### config.mk
export PLATFORM = sky130hd
export DESIGN_NAME = prl_tx_message_if
export DESIGN_NICKNAME = d
export VERILOG_FILES = /design/src/rtl/prl_tx_pkg.sv /design/src/rtl/prl_tx_req_buf.sv /design/src/rtl/prl_tx_message_if.sv
export SDC_FILE = /design/constraint.sdc
export NUM_CORES = 1
export LEC_CHECK = 0
export CELL_PAD_IN_SITES_DETAIL_PLACEMENT = 0
export CELL_PAD_IN_SITES_GLOBAL_PLACEMENT = 1
export CORE_UTILIZATION = 27
export CTS_BUF_LIST = sky130_fd_sc_hd__clkbuf_4 sky130_fd_sc_hd__clkbuf_8
export CTS_CLUSTER_SIZE = 10
export DETAILED_ROUTE_END_ITERATION = 8
export GPL_TIMING_DRIVEN = 1
export PLACE_DENSITY = 0.74
export SYNTH_ARGS = -nofsm -noshare
export SYNTH_HDL_FRONTEND = slang
export SYNTH_SLANG_ARGS = --single-unit
### constraint.sdc
create_clock -name clk -period 1.9 [get_ports clk]
set_clock_uncertainty 0.2 [all_clocks]
set_input_delay 0.475 -clock clk [delete_from_list [all_inputs] [get_ports clk]]
set_output_delay 0.475 -clock clk [all_outputs]
set_load 0.01 [all_outputs]
### src/rtl/prl_tx_pkg.sv
// prl_tx_pkg: shared definitions for the PRL TX message interface.
//   - FSM state encoding for prl_tx_message_if
//   - completion result codes generated locally (discard, timeout)
//   - bit positions / widths of the packed info word (also used by the RX inform path)
//   - tx_req_t: registered request record and a helper to build it from raw inputs
package prl_tx_pkg;

  localparam logic [1:0] ST_IDLE      = 2'd0;
  localparam logic [1:0] ST_REQ       = 2'd1;
  localparam logic [1:0] ST_WAIT_DONE = 2'd2;
  localparam logic [1:0] ST_REPORT    = 2'd3;

  localparam logic [2:0] RES_DISCARDED = 3'h5;
  localparam logic [2:0] RES_TIMEOUT   = 3'h6;

  localparam int unsigned INFO_W = 55;

  localparam int unsigned INFO_REQ_MAX_OP_CUR_LSB = 0;
  localparam int unsigned INFO_REQ_MAX_OP_CUR_W   = 10;
  localparam int unsigned INFO_REQ_OP_CUR_LSB     = 10;
  localparam int unsigned INFO_REQ_OP_CUR_W       = 10;
  localparam int unsigned INFO_SRC_MAX_CUR_LSB    = 20;
  localparam int unsigned INFO_SRC_MAX_CUR_W      = 10;
  localparam int unsigned INFO_SRC_VOLTAGE_LSB    = 30;
  localparam int unsigned INFO_SRC_VOLTAGE_W      = 10;
  localparam int unsigned INFO_SRC_MAX_VOL_LSB    = 40;
  localparam int unsigned INFO_SRC_MAX_VOL_W      = 8;
  localparam int unsigned INFO_REQ_PDO_TYPE_LSB   = 48;
  // Bits above the PDO type flag carry no field and are dropped at the input.
  localparam int unsigned INFO_USED_W             = 49;

  typedef struct packed {
    logic [6:0]             tx_type;
    logic [2:0]             sop;
    logic [INFO_USED_W-1:0] info;
  } tx_req_t;

  function automatic tx_req_t pack_req(logic [6:0] tx_type, logic [2:0] sop,
                                       logic [INFO_USED_W-1:0] info);
    tx_req_t r;
    r.tx_type = tx_type;
    r.sop     = sop;
    r.info    = info;
    return r;
  endfunction

endpackage

### src/rtl/prl_tx_req_buf.sv
// prl_tx_req_buf: one-deep holding register for a pending TX request.
// Ports:
//   clk, rst          clock, synchronous active-high reset
//   i_load            store i_type/i_sop/i_info, slot becomes full
//   i_pop             slot freed (contents already consumed by the owner)
//   i_flush           slot freed, contents dropped; wins over load and pop
//   i_type/i_sop/i_info  request to store
//   o_full            slot holds a request
//   o_type/o_sop/o_info  stored request
// A load together with a pop keeps the slot full with the new request.
module prl_tx_req_buf
  import prl_tx_pkg::*;
(
  input  logic                   clk,
  input  logic                   rst,
  input  logic                   i_load,
  input  logic                   i_pop,
  input  logic                   i_flush,
  input  logic [6:0]             i_type,
  input  logic [2:0]             i_sop,
  input  logic [INFO_USED_W-1:0] i_info,
  output logic                   o_full,
  output logic [6:0]             o_type,
  output logic [2:0]             o_sop,
  output logic [INFO_USED_W-1:0] o_info
);

  tx_req_t r_data;
  logic    r_full;

  always_ff @(posedge clk) begin
    if (rst) begin
      r_full <= 1'b0;
      r_data <= '0;
    end else if (i_flush) begin
      r_full <= 1'b0;
    end else if (i_load) begin
      r_full <= 1'b1;
      r_data <= pack_req(i_type, i_sop, i_info);
    end else if (i_pop) begin
      r_full <= 1'b0;
    end
  end

  assign o_full = r_full;
  assign o_type = r_data.tx_type;
  assign o_sop  = r_data.sop;
  assign o_info = r_data.info;

endmodule

### src/rtl/prl_tx_message_if.sv
// prl_tx_message_if: policy-engine to protocol-layer transmit request interface.
// Latches a one-cycle PE request, unpacks it for the TX message constructor, runs the
// req/ack/done handshake with the PRL TX state machine and returns one completion or
// rejection per request.
// Parameter TIMEOUT_CYC (2..65535): cycles spent in WAIT_DONE before a local timeout.
// Build option: define PRL_TX_MSG_QUEUE_EN to add a one-deep pending slot for requests
// arriving while busy; without it every request outside IDLE is rejected.
// Ports:
//   clk, rst                          clock, synchronous active-high reset
//   pe2pl_tx_en/type/sop_type/info    PE request strobe and payload
//   pl2pe_tx_done/result              completion strobe, result (held after strobe)
//   pl2pe_tx_reject                   request refused (busy)
//   prl_tx_if_req + prl_tx_if_*       level request and unpacked fields to TX path
//   prl_tx_st_ack/done/result         TX state machine handshake
//   prl_tx_discard                    abort due to incoming message
module prl_tx_message_if
  import prl_tx_pkg::*;
#(
  parameter int unsigned TIMEOUT_CYC = 1024
) (
  input  logic              clk,
  input  logic              rst,
  input  logic              pe2pl_tx_en,
  input  logic [6:0]        pe2pl_tx_type,
  input  logic [2:0]        pe2pl_tx_sop_type,
  input  logic [INFO_W-1:0] pe2pl_tx_info,
  output logic              pl2pe_tx_done,
  output logic [2:0]        pl2pe_tx_result,
  output logic              pl2pe_tx_reject,
  output logic              prl_tx_if_req,
  output logic [1:0]        prl_tx_if_message_type,
  output logic [4:0]        prl_tx_if_header_type,
  output logic [2:0]        prl_tx_if_sop_type,
  output logic [9:0]        prl_tx_if_data_request_max_op_cur,
  output logic [9:0]        prl_tx_if_data_request_op_cur,
  output logic [9:0]        prl_tx_if_data_src_cap_max_cur,
  output logic [9:0]        prl_tx_if_data_src_cap_voltage,
  output logic [7:0]        prl_tx_if_data_src_cap_max_vol,
  output logic              prl_tx_if_data_request_pdo_type,
  input  logic              prl_tx_st_ack,
  input  logic              prl_tx_st_done,
  input  logic [2:0]        prl_tx_st_result,
  input  logic              prl_tx_discard
);

  localparam logic [15:0] LP_CNT_LAST = 16'(TIMEOUT_CYC - 1);

  logic [1:0]  r_state, w_state_nxt;
  tx_req_t     r_req;
  logic [15:0] r_cnt;
  logic [2:0]  r_result, w_result_nxt;
  logic        r_reject, w_reject_nxt;
  logic        w_new_load;

  logic                   w_slot_full, w_slot_load, w_slot_pop;
  logic [6:0]             w_slot_type;
  logic [2:0]             w_slot_sop;
  logic [INFO_USED_W-1:0] w_slot_info;

  // Upper info bits have no destination field.
  logic w_unused_info;
  assign w_unused_info = ^pe2pl_tx_info[INFO_W-1:INFO_USED_W];

  assign w_new_load = (r_state == ST_IDLE) && pe2pl_tx_en;

  always_comb begin
    w_state_nxt  = r_state;
    w_result_nxt = r_result;
    case (r_state)
      ST_IDLE: begin
        if (pe2pl_tx_en) w_state_nxt = ST_REQ;
      end
      ST_REQ: begin
        if (prl_tx_discard) begin
          w_state_nxt  = ST_REPORT;
          w_result_nxt = RES_DISCARDED;
        end else if (prl_tx_st_ack) begin
          w_state_nxt = ST_WAIT_DONE;
        end
      end
      ST_WAIT_DONE: begin
        if (prl_tx_st_done) begin
          w_state_nxt  = ST_REPORT;
          w_result_nxt = prl_tx_st_result;
        end else if (prl_tx_discard) begin
          w_state_nxt  = ST_REPORT;
          w_result_nxt = RES_DISCARDED;
        end else if (r_cnt == LP_CNT_LAST) begin
          w_state_nxt  = ST_REPORT;
          w_result_nxt = RES_TIMEOUT;
        end
      end
      default: begin  // ST_REPORT
        w_state_nxt = w_slot_full ? ST_REQ : ST_IDLE;
      end
    endcase
  end

`ifdef PRL_TX_MSG_QUEUE_EN
  logic w_slot_flush;

  // Only a discard that is actually honoured drops the pending request.
  assign w_slot_flush = prl_tx_discard &&
                        ((r_state == ST_REQ) ||
                         ((r_state == ST_WAIT_DONE) && !prl_tx_st_done));
  assign w_slot_pop   = (r_state == ST_REPORT) && w_slot_full;
  // In REPORT the slot only accepts if it is being emptied this same cycle.
  assign w_slot_load  = pe2pl_tx_en && (r_state != ST_IDLE) && !w_slot_flush &&
                        ((r_state == ST_REPORT) ? w_slot_full : !w_slot_full);
  assign w_reject_nxt = pe2pl_tx_en && (r_state != ST_IDLE) && !w_slot_load;

  prl_tx_req_buf u_req_buf (
    .clk     (clk),
    .rst     (rst),
    .i_load  (w_slot_load),
    .i_pop   (w_slot_pop),
    .i_flush (w_slot_flush),
    .i_type  (pe2pl_tx_type),
    .i_sop   (pe2pl_tx_sop_type),
    .i_info  (pe2pl_tx_info[INFO_USED_W-1:0]),
    .o_full  (w_slot_full),
    .o_type  (w_slot_type),
    .o_sop   (w_slot_sop),
    .o_info  (w_slot_info)
  );
`else
  assign w_slot_full  = 1'b0;
  assign w_slot_load  = 1'b0;
  assign w_slot_pop   = 1'b0;
  assign w_slot_type  = '0;
  assign w_slot_sop   = '0;
  assign w_slot_info  = '0;
  assign w_reject_nxt = pe2pl_tx_en && (r_state != ST_IDLE);
`endif

  always_ff @(posedge clk) begin
    if (rst) begin
      r_state  <= ST_IDLE;
      r_req    <= '0;
      r_cnt    <= '0;
      r_result <= '0;
      r_reject <= 1'b0;
    end else begin
      r_state  <= w_state_nxt;
      r_result <= w_result_nxt;
      r_reject <= w_reject_nxt;
      if (w_new_load) begin
        r_req <= pack_req(pe2pl_tx_type, pe2pl_tx_sop_type, pe2pl_tx_info[INFO_USED_W-1:0]);
      end else if (w_slot_pop) begin
        r_req <= pack_req(w_slot_type, w_slot_sop, w_slot_info);
      end
      if ((r_state == ST_REQ) && prl_tx_st_ack) begin
        r_cnt <= '0;
      end else if (r_state == ST_WAIT_DONE) begin
        r_cnt <= r_cnt + 16'd1;
      end
    end
  end

  assign prl_tx_if_req   = (r_state == ST_REQ);
  assign pl2pe_tx_done   = (r_state == ST_REPORT);
  assign pl2pe_tx_result = r_result;
  assign pl2pe_tx_reject = r_reject;

  assign prl_tx_if_message_type = r_req.tx_type[6:5];
  assign prl_tx_if_header_type  = r_req.tx_type[4:0];
  assign prl_tx_if_sop_type     = r_req.sop;
  assign prl_tx_if_data_request_max_op_cur =
      r_req.info[INFO_REQ_MAX_OP_CUR_LSB +: INFO_REQ_MAX_OP_CUR_W];
  assign prl_tx_if_data_request_op_cur =
      r_req.info[INFO_REQ_OP_CUR_LSB +: INFO_REQ_OP_CUR_W];
  assign prl_tx_if_data_src_cap_max_cur =
      r_req.info[INFO_SRC_MAX_CUR_LSB +: INFO_SRC_MAX_CUR_W];
  assign prl_tx_if_data_src_cap_voltage =
      r_req.info[INFO_SRC_VOLTAGE_LSB +: INFO_SRC_VOLTAGE_W];
  assign prl_tx_if_data_src_cap_max_vol =
      r_req.info[INFO_SRC_MAX_VOL_LSB +: INFO_SRC_MAX_VOL_W];
  assign prl_tx_if_data_request_pdo_type = r_req.info[INFO_REQ_PDO_TYPE_LSB];

endmodule
Yosys cells after proc, flatten, opt, wreduce, memory -nomap -nowiden
Index checks and enable logic that the tools add are counted.
{ "totals": {"ff_bits": 81, "latch_bits": 0, "mem_bits_rw": 0, "rom_bits": 0, "input_bits": 74, "output_inout_bits": 65, "elab_cells": 37, "n_memories": 0} }
{ "op_classes": {"n_addsub": 1, "multipliers": 0, "n_div": 0, "n_lt_le_gt_ge": 0, "n_eq_ne": 8, "n_shift": 0, "muxes": 12, "n_bitwise": 0, "reduce_logical": 9} }
{ "op_table": {"columns": ["operator", "n"], "rows": [
  ["adder 16 x 1 -> 16 bit, second input constant", 1],
  ["== test 16 x 10 -> 1 bit, second input constant", 1],
  ["two-way mux 2 bit", 6],
  ["two-way mux 3 bit", 4],
  ["one-hot mux 2 bit (3 select lines)", 1],
  ["one-hot mux 3 bit (2 select lines)", 1],
  ["AND reduction 3 bit", 2],
  ["== test 2 bit, second input constant", 2],
  ["inequality test 4 bit, second input constant", 1],
  ["nonzero test 2 bit", 2],
  ["logical AND 1 bit", 3],
  ["inequality test 3 x 1 -> 1 bit, second input constant", 1],
  ["== test 2 x 1 -> 1 bit, second input constant", 1],
  ["logical NOT 2 bit", 1],
  ["inequality test 2 x 1 -> 1 bit, second input constant", 1],
  ["inequality test 2 bit, second input constant", 1],
  ["OR reduction 2 bit", 1]
]} }

Logic depth before layout (Yosys ltp)
{ "depth": {"ltp_word": 5, "ltp_mapped": 8, "ltp_nobuf": 6} }

Least setup slack after synthesis
OpenSTA, ideal clock, no wires.
{ "synth_timing": {"path_kind": "reg-to-reg", "start": "register r_state[1]", "end": "register r_state[0]", "setup_ns": 0.121, "arrival_time_ns": 1.542, "t_required_ns": 1.579, "setup_slack_ns": 0.037, "stages_incl_launch_ff": 8, "n_path_buf": 1, "synth_period_minus_slack_ns": 1.863, "cell_sequence": "dfxtp_1 -> inv_1 -> ha_1 -> clkbuf_2 -> nand2b_1 -> o22ai_1 -> a31oi_1 -> mux2_2"} }
{ "synth_between": {"elab_chain_len": 3, "word_cells_on_any_way": 8, "cone_classes": "eq/ne (5); mux (1); reduce/logical (2)"} }
{ "synth_rtl": {"columns": ["element", "line_no", "source"], "rows": [
  ["from (decl)", "prl_tx_message_if.sv:48", "logic [1:0] r_state, w_state_nxt;"],
  ["from (signal assigned)", "prl_tx_message_if.sv:144", "r_state <= w_state_nxt;"],
  ["== test 2 x 1 -> 1 bit *", null, null],
  ["net prl_tx_if_req", "prl_tx_message_if.sv:30", "output logic prl_tx_if_req,"],
  ["inequality test 3 x 1 -> 1 bit (no line)", null, null],
  ["AND reduction 3 bit (no line)", null, null]
]} }
The timed path passes the listed nets; every way through them passes the cells marked *.
A chain may end at the register's enable or synchronous reset.

Worst setup path in the final report
{ "layout_timing": {"start": "register r_state[0]", "end": "register r_cnt[12]"} }
{ "layout_between": {"elab_chain_len": 3, "word_cells_on_any_way": 4, "cone_classes": "eq/ne (2); reduce/logical (2)"} }
{ "layout_rtl": {"columns": ["element", "line_no", "source"], "rows": [
  ["== test 2 x 1 -> 1 bit", "prl_tx_message_if.sv:152", "if ((r_state == ST_REQ) && prl_tx_st_ack) begin"],
  ["logical AND 1 bit", "prl_tx_message_if.sv:152", null],
  ["OR reduction 2 bit (no line)", null, null],
  ["to (signal assigned)", "prl_tx_message_if.sv:155", "r_cnt <= r_cnt + 16'd1;"],
  ["to (decl)", "prl_tx_message_if.sv:50", "logic [15:0] r_cnt;"]
]} }
Several ways; a longest one is shown, not always the timed one.

==> impl_results.md <==
* Final setup margin at 0.0749 ns
* CTS max path bufs at 2
* Top_reg_cell synth: dfxtp_1
* CP delay by family, top: simple AND/OR/NAND/NOR gates
* Status: completed
* Synth async-reset ratio at 0%
* Design Area, Final at 4980 µm²
* Ant diodes at 0
* Routed vias at 3,072
* Pwr/cell area at 1070 nW/µm²
* Initial antenna violation count at 0
* Hold bufs inserted after CTS at 0
* Slew margin rel. at 78.1%
* Warnings, synthesis at 0
* CTS sink count at 81
* CTS Buf Count at 9
* Worst hold start: prl_tx_if_data_src_cap_max_vol[0]
* R2R Path End: r_cnt[12]
* DR iter-0 viols at 118
* IO Port Bufs at 132
* H-tree depth at 3
* WL final at 8.67 mm
* # IOs at 139
* Reg2Reg Depth at 7
* Critical-path cell list: inv_1, ha_2, nand2_1, nor4_2, buf_4, a31oi_1, a41o_1
* Storage element area at 1630 µm²
* Multi-input combinational cell area at 1440 µm²
* Worst reg2reg startpoint: r_state[0]
* Worst path bufs/invs at 2
* Nets at 621
* Worst-path fanout max at 5
* Leak at 2.14 nW
* Commonest non-fill, non-tap cell in the layout: nand2_1
* Syn Area/Cell at 8.11 µm²
* First-pass GRT wire length at 13.4 mm
* Mapped cell area at 3150 µm²
* Worst-skew pair later-pin latency at 0.35 ns
* Yosys cell types at 35
* FILL cells at 1,178
* Routed WL per cell at 12.6 µm
* Max-cap violations at 0
* Vias in the first global route at 2,883
* Worst Hold Path EP: prl_tx_if_data_src_cap_max_vol[0]
* Cells after synthesis at 388
* Critical path capture point type: register
* Die Wd at 110 µm
* Avg Vias per Cell at 4.46
* Max Slew Vio Count at 0
* CP max stage cell: dfxtp_2
* Startpoint types: register
* Final hold vios at 0
* Setup Viol. Count Final at 0
* RD Place Congestion at 0.839
* Die ar. at 12,100 µm²
* Fmax achieved at 548 MHz
* Site Rows at 39
* Min cycle time layout at 1.83 ns
* Tightest Pin Transition at 0.325 ns
* Setup TNS at 0 ns
* Initial Util at 27.7%
* Hold path depth at 2
* Largest net degree at the start of global routing at 40
* Crit path launch: r_state[0]
* Most frequent cells in the layout: nand2_1, dfxtp_1, clkdlybuf4s50_1, a21oi_1, dlygate4sd2_1
* Post-synthesis sequential area ratio at 51.5%
* Setup CP Type: register to register
* Type of the worst min-delay path: register to register
* FF+latch count, synth at 81
* Layout cells sized above 1 at 12.1%
* Syn nets at 468
* Peak supply drop at 0.000426 V
* Final worst-path cycle share at 96.1%
* Post-layout util at 43.8%
* Global Route Usage Sum at 14.3%
* Clock Pin Slew Worst Setup and Hold Paths at 0.09 ns
* DR pass1 iterations at 4
* Critical path's largest stage delay at 0.35 ns
* Area Overhead vs Synth at 58.1%
* CTS tree: done
* Critical path arrival at 1.87 ns
* Reg-to-reg setup timing slack at 0.07 ns
* Clk root buf: clkbuf_8
* Final routed DRC violation total at 0
* Overflow after GRT at 0
* Critical path data required time at 1.95 ns
* EDFF count, synth at 0
* Core Region at 11,400 µm²
* Antenna Nets Post-Route at 0
* Die Y at 110 µm
* Post-DP Area at 4830 µm²
* DP HPWL at 6.30 mm
* Dpl ws at -0.231 ns
[synthesized netlist by cell type (3+ instances only)]
master	number	area share [%]
nand2b_1	5	0.99
xor2_1	4	1.1
xnor2_1	6	1.7
nor2_1	17	2.0
nand4_1	5	0.99
a211oi_1	3	0.72
buf_1	4	0.48
nor4_1	3	0.60
clkbuf_1	15	1.8
nor4b_1	3	0.84
ha_1	6	2.4
nor3_1	4	0.64
mux2i_1	7	2.2
nand3_1	4	0.64
buf_2	3	0.48
inv_1	8	0.95
dfxtp_1	81	52
nand2_1	129	15
a21oi_1	63	10
[per-layer routing]
| metal | GRT usage, % | vias to the layer above | routed length [µm] |
|---|---|---|---|
| met5 | 0 | - | 0 |
| met4 | 4.00 | 0 | 64 |
| met3 | 4.80 | 5 | 624 |
| met2 | 25.3 | 78 | 4240 |
| met1 | 16.2 | 1401 | 3740 |
| li1 | - | 1588 | - |
[metrics by stage]
stage,hold WS (ns),cells,power [mW]
finish,0.253,689,5.35
floorplan,0.243,388,3.16
detailed placement,0.247,673,4.30
global placement,0.241,673,4.25
global route,0.274,689,5.72
CTS,0.257,689,5.44
[flip-flops by register name (all words and copies together), names as in the netlist]
signal	count
r_state	2
prl_tx_if_data_src_cap_voltage	10
prl_tx_if_data_request_max_op_cur	10
r_cnt	16
pl2pe_tx_reject	1
prl_tx_if_data_src_cap_max_cur	10
prl_tx_if_sop_type	3
prl_tx_if_header_type	5
prl_tx_if_data_request_op_cur	10
pl2pe_tx_result	3
prl_tx_if_data_request_pdo_type	1
prl_tx_if_data_src_cap_max_vol	8
prl_tx_if_message_type	2
[where the power goes]
part	total, mW	switching, mW	leakage, nW	internal (mW)
Clock	1.29	0.662	0.106	0.623
Combinational	1.93	1.02	1.37	0.914
Sequential	2.13	0.143	0.663	1.99
[timing repair]
item	4_1_cts	5_1_grt
setup buffers	0	0
resized for setup	71	7
endpoints found under the setup margin	67	18
pin swaps	0	2
[cell type report]
cell class	instances	area share [%]
inverters	8	0.603
flip-flops and latches	81	32.7
multi-input cells	276	28.8
clock buffers	9	2.49
repair buffers	165	30.2
well taps	143	3.60
clock inverters	7	1.56
[how the worst max path moves through the flow]
stage | cells after the start | end | slack, ns
after global routing | 7 | r_cnt[12] | -0.002
after global placement | 5 | r_state[0] | -0.21
final | 7 | r_cnt[12] | 0.07
after floorplan | 7 | r_state[0] | 0.04
after CTS | 6 | r_cnt[11] | 0.0005
after detailed placement | 5 | r_state[0] | -0.23
[cell families (layout without fill, tap and decap cells)]
logic type	count (synthesis)	count (layout)	synth area share, %
AND/OR/NAND/NOR	177	177	23.8
AO/OA/AOI/OAI	74	74	12.7
multiplexers	9	9	2.94
buffers and inverters	31	189	3.86
flip-flops	81	81	51.5
adder cells (fa/ha/maj)	6	6	2.39
XOR/XNOR	10	10	2.78
[worst reg2reg max path, cell delays in order, from the launching register on]
cell	delay, ns
dfxtp_2	0.35
inv_1	0.08
ha_2	0.24
nand2_1	0.13
nor4_2	0.26
buf_4	0.18
a31oi_1	0.09
a41o_1	0.20
No activity file was read; power rests on OpenSTA's default activity.
